<file path="src/rtl/pps_interval_meter.sv">
// Start/stop interval meter: counts cnt_en ticks from an in_a rising edge to the next in_b rising edge.
// Results are read byte-wise through a coherent shadow. Define PPS_METER_AVG_EN to publish the mean of four measurements.
module pps_interval_meter #(
  parameter int CNT_W   = 32,
  parameter int TIMEOUT = 5_500_000
) (
  input  logic       clk,
  input  logic       rst,
  input  logic       cnt_en,
  input  logic       in_a,
  input  logic       in_b,
  input  logic [3:0] rd_strobe,
  output logic [7:0] data_out,
  output logic       data_oe,
  output logic       valid,
  output logic       timeout
);

  localparam logic [CNT_W-1:0] TMO = CNT_W'(TIMEOUT);

  typedef enum logic {
    S_IDLE  = 1'b0,
    S_COUNT = 1'b1
  } state_t;

  // Input conditioning: two synchronizer flops, a history flop, and a registered rising-edge pulse.
  logic [1:0] a_sync_q;
  logic [1:0] b_sync_q;
  logic       a_prev_q;
  logic       b_prev_q;
  logic       sa_q;
  logic       sb_q;
  logic       sa_d;
  logic       sb_d;

  assign sa_d = a_sync_q[1] & ~a_prev_q;
  assign sb_d = b_sync_q[1] & ~b_prev_q;

  always_ff @(posedge clk or posedge rst) begin
    if (rst) begin
      a_sync_q <= '0;
      b_sync_q <= '0;
      a_prev_q <= 1'b0;
      b_prev_q <= 1'b0;
      sa_q     <= 1'b0;
      sb_q     <= 1'b0;
    end else begin
      a_sync_q <= {a_sync_q[0], in_a};
      b_sync_q <= {b_sync_q[0], in_b};
      a_prev_q <= a_sync_q[1];
      b_prev_q <= b_sync_q[1];
      sa_q     <= sa_d;
      sb_q     <= sb_d;
    end
  end

  state_t           state_q;
  state_t           state_d;
  logic [CNT_W-1:0] cnt_q;
  logic [CNT_W-1:0] cnt_d;
  logic             latch;
  logic [CNT_W-1:0] latch_val;
  logic             to_evt;

  always_ff @(posedge clk or posedge rst) begin
    if (rst) begin
      state_q <= S_IDLE;
      cnt_q   <= '0;
    end else begin
      state_q <= state_d;
      cnt_q   <= cnt_d;
    end
  end

  // In COUNT a stop pulse latches the count before this cycle's tick; a simultaneous start then restarts.
  always_comb begin
    state_d   = state_q;
    cnt_d     = cnt_q;
    latch     = 1'b0;
    latch_val = '0;
    to_evt    = 1'b0;
    case (state_q)
      S_IDLE: begin
        if (sa_q && sb_q) begin
          latch = 1'b1;
        end else if (sa_q) begin
          state_d = S_COUNT;
          cnt_d   = '0;
        end
      end
      S_COUNT: begin
        if (cnt_q >= TMO) begin
          to_evt  = 1'b1;
          state_d = S_IDLE;
        end else begin
          if (cnt_en) begin
            cnt_d = cnt_q + 1'b1;
          end
          if (sb_q) begin
            latch     = 1'b1;
            latch_val = cnt_q;
            state_d   = S_IDLE;
          end
          if (sa_q) begin
            cnt_d   = '0;
            state_d = S_COUNT;
          end
        end
      end
      default: begin
        state_d = S_IDLE;
      end
    endcase
  end

  logic             pub;
  logic [CNT_W-1:0] pub_val;
  logic             pub_to;

`ifdef PPS_METER_AVG_EN
  logic [CNT_W+1:0] acc_q;
  logic [CNT_W+1:0] acc_d;
  logic [CNT_W+1:0] acc_sum;
  logic [1:0]       acc_n_q;
  logic [1:0]       acc_n_d;

  always_ff @(posedge clk or posedge rst) begin
    if (rst) begin
      acc_q   <= '0;
      acc_n_q <= '0;
    end else begin
      acc_q   <= acc_d;
      acc_n_q <= acc_n_d;
    end
  end

  always_comb begin
    acc_d   = acc_q;
    acc_n_d = acc_n_q;
    pub     = 1'b0;
    pub_val = '0;
    pub_to  = 1'b0;
    acc_sum = acc_q + {2'b00, latch_val};
    if (to_evt) begin
      acc_d   = '0;
      acc_n_d = '0;
      pub     = 1'b1;
      pub_val = '1;
      pub_to  = 1'b1;
    end else if (latch) begin
      if (acc_n_q == 2'd3) begin
        pub     = 1'b1;
        pub_val = acc_sum[CNT_W+1:2];
        acc_d   = '0;
        acc_n_d = '0;
      end else begin
        acc_d   = acc_sum;
        acc_n_d = acc_n_q + 2'd1;
      end
    end
  end
`else
  always_comb begin
    pub     = to_evt | latch;
    pub_val = to_evt ? '1 : latch_val;
    pub_to  = to_evt;
  end
`endif

  logic [CNT_W-1:0] result_q;
  logic [CNT_W-1:0] result_d;
  logic [CNT_W-1:0] shadow_q;
  logic [CNT_W-1:0] shadow_d;
  logic             valid_q;
  logic             valid_d;
  logic             timeout_q;
  logic             timeout_d;
  logic             data_oe_q;
  logic             data_oe_d;
  logic [7:0]       data_out_q;
  logic [7:0]       data_out_d;

  always_ff @(posedge clk or posedge rst) begin
    if (rst) begin
      result_q   <= '0;
      shadow_q   <= '0;
      valid_q    <= 1'b0;
      timeout_q  <= 1'b0;
      data_oe_q  <= 1'b0;
      data_out_q <= '0;
    end else begin
      result_q   <= result_d;
      shadow_q   <= shadow_d;
      valid_q    <= valid_d;
      timeout_q  <= timeout_d;
      data_oe_q  <= data_oe_d;
      data_out_q <= data_out_d;
    end
  end

  // Byte 0 snapshots the result so bytes 1..3 stay coherent; a publish overrides a byte-3 flag clear.
  always_comb begin
    result_d   = result_q;
    shadow_d   = shadow_q;
    valid_d    = valid_q;
    timeout_d  = timeout_q;
    data_oe_d  = 1'b0;
    data_out_d = '0;
    case (rd_strobe)
      4'b0001: begin
        shadow_d   = result_q;
        data_oe_d  = 1'b1;
        data_out_d = result_q[7:0];
      end
      4'b0010: begin
        data_oe_d  = 1'b1;
        data_out_d = shadow_q[15:8];
      end
      4'b0100: begin
        data_oe_d  = 1'b1;
        data_out_d = shadow_q[23:16];
      end
      4'b1000: begin
        data_oe_d  = 1'b1;
        data_out_d = shadow_q[31:24];
        valid_d    = 1'b0;
        timeout_d  = 1'b0;
      end
      default: begin
        data_oe_d = 1'b0;
      end
    endcase
    if (pub) begin
      result_d  = pub_val;
      valid_d   = 1'b1;
      timeout_d = pub_to;
    end
  end

  assign data_out = data_out_q;
  assign data_oe  = data_oe_q;
  assign valid    = valid_q;
  assign timeout  = timeout_q;

endmodule
</file>
<file path="config.mk">
export PLATFORM = sky130hd
export DESIGN_NAME = pps_interval_meter
export DESIGN_NICKNAME = d
export VERILOG_FILES = /design/src/rtl/pps_interval_meter.sv
export SDC_FILE = /design/constraint.sdc
export NUM_CORES = 1
export LEC_CHECK = 0
export CAP_MARGIN = 20
export CORE_UTILIZATION = 62
export CTS_BUF_LIST = sky130_fd_sc_hd__clkbuf_8
export DETAILED_ROUTE_END_ITERATION = 8
export PLACE_DENSITY = 0.84
export SYNTH_ARGS = -nofsm -noshare
export SYNTH_HDL_FRONTEND = slang
export SYNTH_SLANG_ARGS = --single-unit
</file>
<file path="constraint.sdc">
create_clock -name clk -period 4.15 [get_ports clk]
set_clock_uncertainty 0.05 [all_clocks]
set_input_delay 0.83 -clock clk [delete_from_list [all_inputs] [get_ports clk]]
set_output_delay 0.83 -clock clk [all_outputs]
set_load 0.01 [all_outputs]
</file>
==> results list, run 1 <==
- The run finished with clean final reports.
- No sink is reached through more buffers than the 2 on the longest clock path.
- Arrival @ worst endpoint: about 3 ns
* Quantity of I/O buffers inserted on ports: 19
* CP Capture Type: flop
- Io pins: 20
- The repair_antennas step left the layout with diodes totalling 0.
- Of the total synthesized cell area, the portion taken by AND, OR, NAND and NOR gates is 0.135.
* Static Leakage: about 2.6 nW
- Final hold violation count: 0
- Post-route worst hold slack: 0.322 ns
* Net count after synthesis: approximately 390
* Overall power of the completed layout: 2.24 mW
- Of the total synthesized cell area, the portion taken by XOR and XNOR cells is 0.00374.
- Max FO, Critical Path: 31
- In this run, synthesis inferred 0 flip-flops with an integrated enable.
- At the worst endpoint, the required time is ~4.4 ns.
- The detail route stage leaves a number of antenna-violating nets equal to 0.
- The initial antenna violation count is 0.
- Ys async rst share: 1.00
* Overflow after GRT: 0
- Mean cell area of the mapped netlist: approximately 12 um2
- Global placer's final weighted congestion: approximately 0.89
- In this run the core area contains 31 standard-cell rows.
- Synthesis handed over a netlist of 380 instances.
- Cell count of the worst hold path: 0
- Headroom to the max-slew limit came out at 0.465.
- The most common cell in the synthesized netlist is sky130_fd_sc_hd__dfrtp_1.
- Number of distinct library cell variants in the gate-level netlist after synthesis: slightly below 50
* Critical path launch point type: flop
- Source-to-sink clock delay at the later pin of the worst-skew pair: 0.37 ns
- The max-slew violation count was 0.
* Placed inst area: around 5000 um2
* Total number of clock tree sinks: 108
- Fraction of layout cells with a size suffix above 1: 0.150
- Synth area leaders: sky130_fd_sc_hd__dfrtp_1, sky130_fd_sc_hd__a221o_1, sky130_fd_sc_hd__mux2_2
- Worst Tran Pin Value: roughly 0.8 ns
- The synthesized design spends more area on one cell type than any other, namely sky130_fd_sc_hd__dfrtp_1.
* Worst hold path class: flop to flop
- Setup violation total in the final timing report: 0
- Width of the die: 89.0 um
* Number of remaining DRC errors: 0
- Combinational family with the most area after synthesis: compound AO/OA/AOI/OAI gates
- Detail-routed via count per cell: roughly 6.5
* Vertical extent of the die: 89.0 um
- GRT Util Overall: 0.271
- Library cell used as clock root buffer: sky130_fd_sc_hd__clkbuf_8
- The first routing iteration left between 200 and 300 violations.
* Share of synthesized area occupied by flip-flops and latches: 0.576
- The cell area that synthesis handed to floorplanning was 4690 um2.
- Max Cap Viol: 0
* Largest net degree at the start of global routing: 73
* Arithmetic-cell share of the synthesized area counting full adders, half adders and majority gates: 0.00534
- Setup repair after global routing left no endpoint under its margin.
* Number of buffers created by CTS: 9
* Worst VDD drop: ~290 uV
- Commonest cells in the netlist: sky130_fd_sc_hd__dfrtp_1, sky130_fd_sc_hd__a221o_1, sky130_fd_sc_hd__mux2_2
- Total of warnings raised by yosys: 0
- Detailed-placement wirelength estimate: 6.32 mm
- The share of the synthesized area in compound gates (AO/OA/AOI/OAI) is 0.181.
- Class of the most critical setup path: flop to flop
- Highest achievable clock rate: approximately 0.37 GHz
- Final critical-path required period: about 2.7 ns
* Wire length of the first global-routing pass: ~15 mm
* R2r worst-path depth: 5
- Post-route clock period utilization: 0.652
- Once the clock tree was built, the resizer swapped 0 gates to a different size.
- The pre-antenna-repair detailed-routing pass consisted of 5 iterations.
- After clock tree synthesis, the clock-pin slew on the worst setup and hold paths is around 0.10 ns.
* Placeable core region: ~7300 um2
- CTS built an H-tree with a depth of 3.
- Die outline area: about 7900 um2
* Power density of the placed cells: roughly 430 nW/um2
- Summed over all failing endpoints, the final setup total negative slack is 0 ns.
- The finished cells cover around 5200 um2.
- WL per Instance: between 15 and 20 um
- The via count of the first global-routing pass was just over 3000.
- Cts-stage hold buffer count: 0
- The final route contains 3199 vias.
* Share of cell area taken by muxes after synthesis: 0.0622
* Share of Yosys cell area claimed by the top area cell type: 0.576
- Summed over all layers, the routed wires come to 9.45 mm.
- CTS tree: built
* Area growth from synthesis to layout: 11.1%
* Final #Nets: 400
- Effective utilization at floorplan: 0.643
- Measured on the finished design, the core utilization comes to 0.715.
- The most used flip-flop cell after synthesis is sky130_fd_sc_hd__dfrtp_1.
- Post-CTS timing repair inserted 0 buffers for setup.
- Number of synthesized register bits: 108
-- state kept, by name, indices dropped and copies added, names as in the netlist --
name,cells
cnt_q,32
shadow_q,24
sb_q,1
data_out,8
result_q,32
a_prev_q,1
state_q,1
b_prev_q,1
valid,1
data_oe,1
b_sync_q,2
sa_q,1
timeout,1
a_sync_q,2
-- placed cells by master, fill, tap and decap left out, types with 13 or more instances in the layout --
master                            synthesis  routed
sky130_fd_sc_hd__and3_1                  17      17
sky130_fd_sc_hd__a211o_1                 17      17
sky130_fd_sc_hd__mux2_2                  24      24
sky130_fd_sc_hd__dfrtp_1                108     108
sky130_fd_sc_hd__a22oi_1                 16      16
sky130_fd_sc_hd__clkdlybuf4s50_1          0      19
sky130_fd_sc_hd__a221o_1                 33      33
sky130_fd_sc_hd__nand2_1                 13      13
sky130_fd_sc_hd__and2_1                  13      13
sky130_fd_sc_hd__nor3_1                  18      18
-- metrics by stage --
stage / instances / worst slack [ns]
finish: 493 / 1.44
global route: 493 / 1.30
CTS: 492 / 1.44
detailed placement: 476 / 1.43
global placement: 476 / 1.53
floorplan: 380 / 0.424
-- power breakdown --
group	total, mW	switching, mW	internal [mW]
logic	0.228	0.126	0.102
registers	1.20	0.0784	1.12
clock network	0.816	0.349	0.466
-- final timing paths --
kind                             start          end  slack [ns]
max in group asynchronous          rst  data_out[2]        2.57
min in group asynchronous          rst  a_sync_q[0]        0.77
hold / removal             a_sync_q[0]  a_sync_q[1]        0.32
hold reg to reg            a_sync_q[0]  a_sync_q[1]        0.32
setup reg to reg             cnt_q[18]    cnt_q[13]        1.44
setup / recovery             cnt_q[18]    cnt_q[13]        1.44
-- cell type report --
type	count	area (um2)
Sequential cell	108	2700
Fill cell	517	2080
Multi-Input combinational cell	238	1830
Timing Repair Buffer	26	259
Clock inverter	7	148
Clock buffer	9	124
Tap cell	99	124
Inverter	6	25.0
-- worst max-delay path: stages (launching register included) --
cell and delay, ns:
sky130_fd_sc_hd__dfrtp_1 0.49, sky130_fd_sc_hd__or4b_4 0.57, sky130_fd_sc_hd__or3_4 0.41, sky130_fd_sc_hd__o211a_4 0.28, sky130_fd_sc_hd__o22ai_4 0.58, sky130_fd_sc_hd__a221o_1 0.26
-- layer usage --
metal	up-vias	wire, um	GRT usage
li1	1472	-	-
met1	1609	4180	0.379
met2	99	4520	0.417
met3	19	484	0.0526
met4	0	269	0.127
met5	-	0	0
-- logic make-up after synthesis --
group,after synthesis
multiplexers,26
AO/OA/AOI/OAI,98
adder cells (fa/ha/maj),2
XOR/XNOR,2
flip-flops,108
AND/OR/NAND/NOR,110
buffers and inverters,34
(Power assumes the default switching activity.)
==> inputs of run 2 (changes only) <==
--- a/config.mk
+++ b/config.mk
@@ -6,10 +6,10 @@
 export NUM_CORES = 1
 export LEC_CHECK = 0
 export CAP_MARGIN = 20
-export CORE_UTILIZATION = 62
+export CORE_UTILIZATION = 56
 export CTS_BUF_LIST = sky130_fd_sc_hd__clkbuf_8
 export DETAILED_ROUTE_END_ITERATION = 8
-export PLACE_DENSITY = 0.84
+export PLACE_DENSITY = 0.8
 export SYNTH_ARGS = -nofsm -noshare
 export SYNTH_HDL_FRONTEND = slang
 export SYNTH_SLANG_ARGS = --single-unit
==> constraint.sdc (replaced) <==
create_clock -name clk -period 2.2 [get_ports clk]
set_clock_uncertainty 0.05 [all_clocks]
set_input_delay 0.44 -clock clk [delete_from_list [all_inputs] [get_ports clk]]
set_output_delay 0.44 -clock clk [all_outputs]
set_load 0.01 [all_outputs]
==> results list, run 2 (synthesized netlist as in run 1, its figures left out) <==
- Most common cell after layout, fill and taps aside: sky130_fd_sc_hd__dfrtp_1
* Outcome: finished with violations
- The half-perimeter wire length after detailed placement was 7.10 mm (+12%).
- The count of buffers from port buffering is 19 (unchanged).
- Number of buffers created by CTS: 9 (unchanged)
- Placed inst area: 5310 um2 (+7.7%)
* Largest net degree at the start of global routing: 35 (-52%)
* Slowest-stage cell, CP: sky130_fd_sc_hd__nor4_1
- Worst VDD drop: 347 uV (+20%)
* Internal: 2.99 mW (+77%)
- The max-cap violation count is 0 (unchanged).
* Wire length of the first global-routing pass: 17.2 mm (+11%)
* Met2 layer wire length in the routed design: 4.89 mm (+8.3%)
- The area of the die is 8740 um2 (+10%).
- The met1 routed wirelength after detailed routing was 4.76 mm (+14%).
- Power density of the placed cells: 734 nW/um2 (+71%)
- Critical path launch point type: flop
* Setup violation total in the final timing report: 12 (+12)
- The final cycle utilization of the critical path came to 1.01 (+0.358).
* Remaining max-slew budget at the tightest pin: 0.701 (+0.236)
- The combinational fraction of design power is 0.144 (+0.042).
- Clock network fraction of total power: 0.312 (-0.052)
- The core area came to 8180 um2 (+12%).
* Vertical extent of the die: 93.5 um (+5.1%)
* CP startpoint: cnt_q[7]
* Non-filler instance count after layout: 543 (+10%)
- The switching power as a share of total power was 0.274 (+0.0268).
* Final worst setup slack: -0.0227 ns (-1.46 ns)
- The max-slew violation count came to 0 (unchanged).
- Detail-routed via count per cell: 6.34 (-2.3%)
- The delay of the slowest cell on the worst path was 0.45 ns (-0.13 ns).
* Class of the most critical setup path: flop to flop
- Highest Signal Layer: met4
* Worst Tran Pin Value: 0.445 ns (-0.358 ns)
* Final hold violation count: 0 (unchanged)
- The effective utilization at floorplan was 0.574 (-0.0695).
* Reg-to-reg startpoint: cnt_q[7]
- Global placer's final weighted congestion: 0.872 (-2.5%)
- Num rows: 33 (+6.5%)
- The required time reported for the critical path endpoint was 2.41 ns (-2.00 ns).
- Relative to the synthesized area, the layout overhead comes to 19.5%.
- The net count reported at finish was 444 (+11%).
- The number of clock sinks was 108 (unchanged).
- Setup_tns: -0.113 ns (-0.113 ns)
- The maximum fanout along the worst path came to 15 (-52%).
- Number of buffers and inverters on the critical path: 2 (+2)
- Io pins: 20 (unchanged)
- H-tree Lvls: 3 (unchanged)
- The routed wire length is 10.4 mm (+9.6%).
- Fraction of power consumed by sequential logic: 0.544 (+0.010)
* Instance count after placement with tap cells included: 523 (+9.9%)
- Number of antenna violations at the first check in global routing: 0 (unchanged)
- The fraction of layout instances using a drive strength above 1 came to 0.247 (+0.0968).
- Worst hold path class: flop to flop
* Overflow after GRT: 0 (unchanged)
- In this run the most critical hold path is launched from b_sync_q[0].
* Final critical-path required period: 2.22 ns (-0.485 ns)
* Source-to-sink clock delay at the later pin of the worst-skew pair: 0.38 ns (about the same)
- Library cell used as clock root buffer: sky130_fd_sc_hd__clkbuf_8
* CP Capture Type: flop
- Arrival @ worst endpoint: 2.44 ns (-0.53 ns)
* Total via count after detailed routing: 3444 (+7.7%)
- The violation count after the first detailed-route iteration was 312 (+14%).
* RSZ-0062 raised after global routing: yes
- Width of the die: 93.5 um (+5.1%)
* Reg clk slew, reported paths: 0.10 ns (about the same)
- Among the stages of the critical path, the cell type that occurs most often is sky130_fd_sc_hd__a211oi_2.
- Worst path top cell family by delay: compound AO/OA/AOI/OAI gates
* Final std cell area, no fill: 5600 um2 (+7.5%)
- The via count of the first global-routing pass came to 3273 (+7.2%).
- The number of detailed-route iterations in the first pass came to 5 (unchanged).
- WL per Instance: 19.1 um (-0.47%)
* Clock Tree Buf Depth: 2 (unchanged)
- Highest achievable clock rate: 0.450 GHz (+22%)
- Ordered list of cells on the worst path: nor4_1, buf_4, a211oi_2, a211oi_2, o22ai_4, buf_12, a211o_1
- GRT Util Overall: 0.260 (-0.0110)
* Routed met3 length: 515 um (+6.4%)
- Commonest cells after routing, fill and taps aside: sky130_fd_sc_hd__dfrtp_1, sky130_fd_sc_hd__buf_4, sky130_fd_sc_hd__a221o_1
- Net switching power: 1.13 mW (+100%)
- ANT nets after route: 0 (unchanged)
* Largest regs: cnt_q: 32 flops, result_q: 32 flops, shadow_q: 24 flops
- TritonCTS built the clock tree.
- The final antenna diode count came to 0 (unchanged).
- The static leakage power came to 2.78 nW (+8.9%).
- The final reports fail on setup timing.
* Number of remaining DRC errors: 0 (unchanged)
## run 2: changes by cell type in the layout (fill, tap and decap cells not counted), sizes merged
cell / change
bufinv: -3
clkbuf: +1
clkinv: +2
buf: +44
## run 2: final timing paths
| check | end | slack [ns] | depth (start not counted) |
|---|---|---|---|
| worst max-delay path | cnt_q[18] | -0.02 | 7 |
| worst min-delay path | b_sync_q[1] | 0.31 | 0 |
| worst max register to register | cnt_q[18] | -0.02 | 7 |
| worst min register to register | b_sync_q[1] | 0.31 | 0 |
| max in group asynchronous | cnt_q[1] | 1.15 | 3 |
| min in group asynchronous | timeout | 0.32 | 2 |
## run 2: repair_timing
item / 4_1_cts / 5_1_grt
endpoints found under the setup margin: 1 / 53
hold buffers: 0 / 0
pin swaps: 0 / 9
resized for setup: 0 / 7
buffers inserted: 0 / 3
## run 2: stage by stage
stage           util  worst slack [ns]  power (mW)  hold WS [ns]
6_report       0.685           -0.0227        4.11         0.309
3_5_place_dp   0.649            0.0190        2.84         0.292
2_1_floorplan      -           0.00221        2.58         0.281
3_3_place_gp   0.649            0.0555        2.81         0.284
4_1_cts        0.676          -0.00506        4.10         0.316
5_1_grt        0.685           -0.0860        4.30         0.320
## run 2: layout make-up
class	count	area [um2]
sequential	108	2700
fill	589	2570
multi-input combinational	238	1850
timing repair buffer	70	676
clock buffer	10	138
tap	105	131
clock inverter	6	78.8
inverter	6	26.3
## run 2: power by group through the flow
| stage | sequential, mW | clock [mW] | combinational (mW) |
|---|---|---|---|
| 2_1_floorplan | 2.24 | 0 | 0.342 |
| 4_1_cts | 2.23 | 1.30 | 0.565 |
| 3_3_place_gp | 2.26 | 0 | 0.547 |
| 3_5_place_dp | 2.27 | 0 | 0.563 |
| 5_1_grt | 2.25 | 1.40 | 0.649 |
| 6_report | 2.24 | 1.28 | 0.592 |
## run 2: routing by layer
metal,track usage,vias up
met5,0,-
met4,0.0885,0
met3,0.0398,18
met2,0.397,113
met1,0.382,1748
li1,-,1565
==> inputs of run 3 (changes only) <==
--- a/config.mk
+++ b/config.mk
@@ -13,3 +13,4 @@
 export SYNTH_ARGS = -nofsm -noshare
 export SYNTH_HDL_FRONTEND = slang
 export SYNTH_SLANG_ARGS = --single-unit
+export TNS_END_PERCENT = 50
==> results list, run 3 (synthesized netlist as in run 1, its figures left out) <==
- Outcome: finished, final reports clean
- Largest stage delay on the critical path: 0.55 ns (+0.10 ns)
- Instance count after placement with tap cells included: 523 (unchanged)
- The final design area excluding fillers came to 5550 um2 (-0.98%).
- The worst setup path is captured at a flop.
- Final critical-path required period: 2.20 ns (-0.0254 ns)
- The core area came to 8180 um2 (unchanged).
- The setup violation total in the final timing report was 0 (-12).
- CP Data Required Time: 2.47 ns (+0.06 ns)
- RSZ-0062 raised after global routing: yes
* Ordered list of cells on the worst path: or4b_4, or3_4, o211a_4, o22ai_4, buf_12, a221o_1
- STA classifies the critical path startpoint as a flop.
- The global-route wire length before repair was 17.0 mm (-0.93%).
- TritonCTS built the clock tree.
* Static Leakage: 2.74 nW (-1.1%)
* Effective utilization at floorplan: 0.574 (unchanged)
- Non-filler instance count after layout: 540 (-0.55%)
- The clock latency of the later-clocked register in the worst-skew pair was 0.37 ns (about the same).
- The detail-routed via count per cell was 6.23 (-1.7%).
- The kind of cell with the highest combined delay along the critical path is simple AND/OR/NAND/NOR gates.
- Placed inst area: 5320 um2 (+0.14%)
* Max FO, Critical Path: 17 (+2)
- Clock Tree Buf Depth: 2 (unchanged)
- WL per Instance: 18.9 um (-1.2%)
* Arrival @ worst endpoint: 2.47 ns (+0.03 ns)
* Number of buffers and inverters on the critical path: 1 (-1)
* Slowest-stage cell, CP: sky130_fd_sc_hd__or4b_4
- Number of detailed-route iterations in the first pass: 5 (unchanged)
- Fraction of layout cells with a size suffix above 1: 0.239 (-0.00749)
- The net count reported at finish is 441 (-0.68%).
* Largest regs: cnt_q: 32 flops, result_q: 32 flops, shadow_q: 24 flops
* Cts-stage hold buffer count: 0 (unchanged)
* Io pins: 20 (unchanged)
- Final hold violation count: 0 (unchanged)
* Final Routed Wirelength: 10.2 mm (-1.7%)
- Total number of clock tree sinks: 108 (unchanged)
* Quantity of I/O buffers inserted on ports: 19 (unchanged)
- Leaving out fill and tap cells, the most frequent cell in the layout is sky130_fd_sc_hd__dfrtp_1.
* Total via count after detailed routing: 3366 (-2.3%)
- The row count came to 33 (unchanged).
- The areal power density over the cells was 718 nW/um2 (-2.3%).
- The maximum ir drop on the vdd rail came to 420 uV (+21%).
- Number of antenna cells inserted: 0 (unchanged)
* Vertical extent of the die: 93.5 um (unchanged)
* Number of antenna violations at the first check in global routing: 0 (unchanged)
- The top cell types in the final layout, fill and taps aside, are sky130_fd_sc_hd__dfrtp_1, sky130_fd_sc_hd__buf_4, sky130_fd_sc_hd__a221o_1.
* H-tree Lvls: 3 (unchanged)
- Reg clk slew, reported paths: 0.10 ns (about the same)
- Number of violations reported at the end of detailed-routing iteration 0: 248 (-21%)
- Class of the most critical setup path: flop to flop
* Remaining max-slew budget at the tightest pin: 0.592 (-0.109)
* Max Cap Viol: 0 (unchanged)
- Via count of the first global-routing pass: 3307 (+1.0%)
- The number of remaining DRC errors is 0 (unchanged).
* Largest net degree at the start of global routing: 42 (+20%)
- The post-route core utilization was 0.678 (-0.00673).
- The total CTS buffers came to 9 (unchanged).
- The final cycle utilization of the critical path came to 0.999 (-0.0116).
* Overflow after GRT: 0 (unchanged)
- The number of routed nets with antenna violations is 0 (unchanged).
- The max-slew violation count came to 0 (unchanged).
- Library cell used as clock root buffer: sky130_fd_sc_hd__clkbuf_8
- Die outline area: 8740 um2 (unchanged)
- GRT Util Overall: 0.257 (-0.00293)
* Worst hold path class: flop to flop
- The final weighted congestion in routability-driven placement is 0.929 (+6.5%).
- The half-perimeter wire length after detailed placement is 7.18 mm (+1.1%).
* Worst Tran Pin Value: 0.612 ns (+0.167 ns)
- Width of the die: 93.5 um (unchanged)
- Highest achievable clock rate: 0.455 GHz (+1.2%)
- Relative to the synthesized area, the layout overhead comes to 18.3%.
## run 3: final cells by class
cell class | count | area (um2)
inverters | 6 | 26.3
clock inverters | 7 | 60.1
repair buffers | 67 | 641
flip-flops and latches | 108 | 2700
fillers | 589 | 2630
clock buffers | 9 | 124
multi-input cells | 238 | 1860
well taps | 105 | 131
## run 3: timing repair
action | 4_1_cts | 5_1_grt
endpoints found under the setup margin | 21 | 32
resized for setup | 5 | 3
pin swaps | 7 | 8
setup buffers | 1 | 0
## run 3: power by group
part	switching, mW	internal, mW
Sequential	0.119	2.11
Clock	0.712	0.434
Combinational	0.309	0.296
Total	1.14	2.84
## run 3: final timing paths
kind                              from          end  slack (ns)  cells past startpoint
max                          cnt_q[18]    cnt_q[13]       0.003                      6
min                        b_sync_q[0]  b_sync_q[1]        0.32                      0
max reg2reg                  cnt_q[18]    cnt_q[13]       0.003                      6
min reg2reg                b_sync_q[0]  b_sync_q[1]        0.32                      0
max in group asynchronous          rst     cnt_q[1]        1.20                      3
min in group asynchronous          rst  b_sync_q[0]        0.36                      2
## run 3: metrics by stage
step	TNS, ns	hold slack, ns	setup slack (ns)	power (mW)
after global routing	-1.21	0.324	-0.0661	4.15
after CTS	-0.0143	0.321	-0.00891	3.97
after floorplan	-0.567	0.281	-0.0614	2.58
after detailed placement	-0.0505	0.288	-0.0130	2.84
final	0	0.316	0.00276	3.98
after global placement	0	0.287	0.0300	2.81
## run 3: worst register-to-register path: stages (launching register included)
cell and delay, ns:
sky130_fd_sc_hd__dfrtp_1 0.39, sky130_fd_sc_hd__or4b_4 0.55, sky130_fd_sc_hd__or3_4 0.42, sky130_fd_sc_hd__o211a_4 0.27
sky130_fd_sc_hd__o22ai_4 0.14, sky130_fd_sc_hd__buf_12 0.18, sky130_fd_sc_hd__a221o_1 0.15
## run 3: per-layer routing
metal	vias up	track usage	wire length, um
met5	-	0	0
met4	0	0.0679	123
met3	12	0.0480	455
met2	108	0.416	5060
met1	1686	0.359	4550
li1	1560	-	-
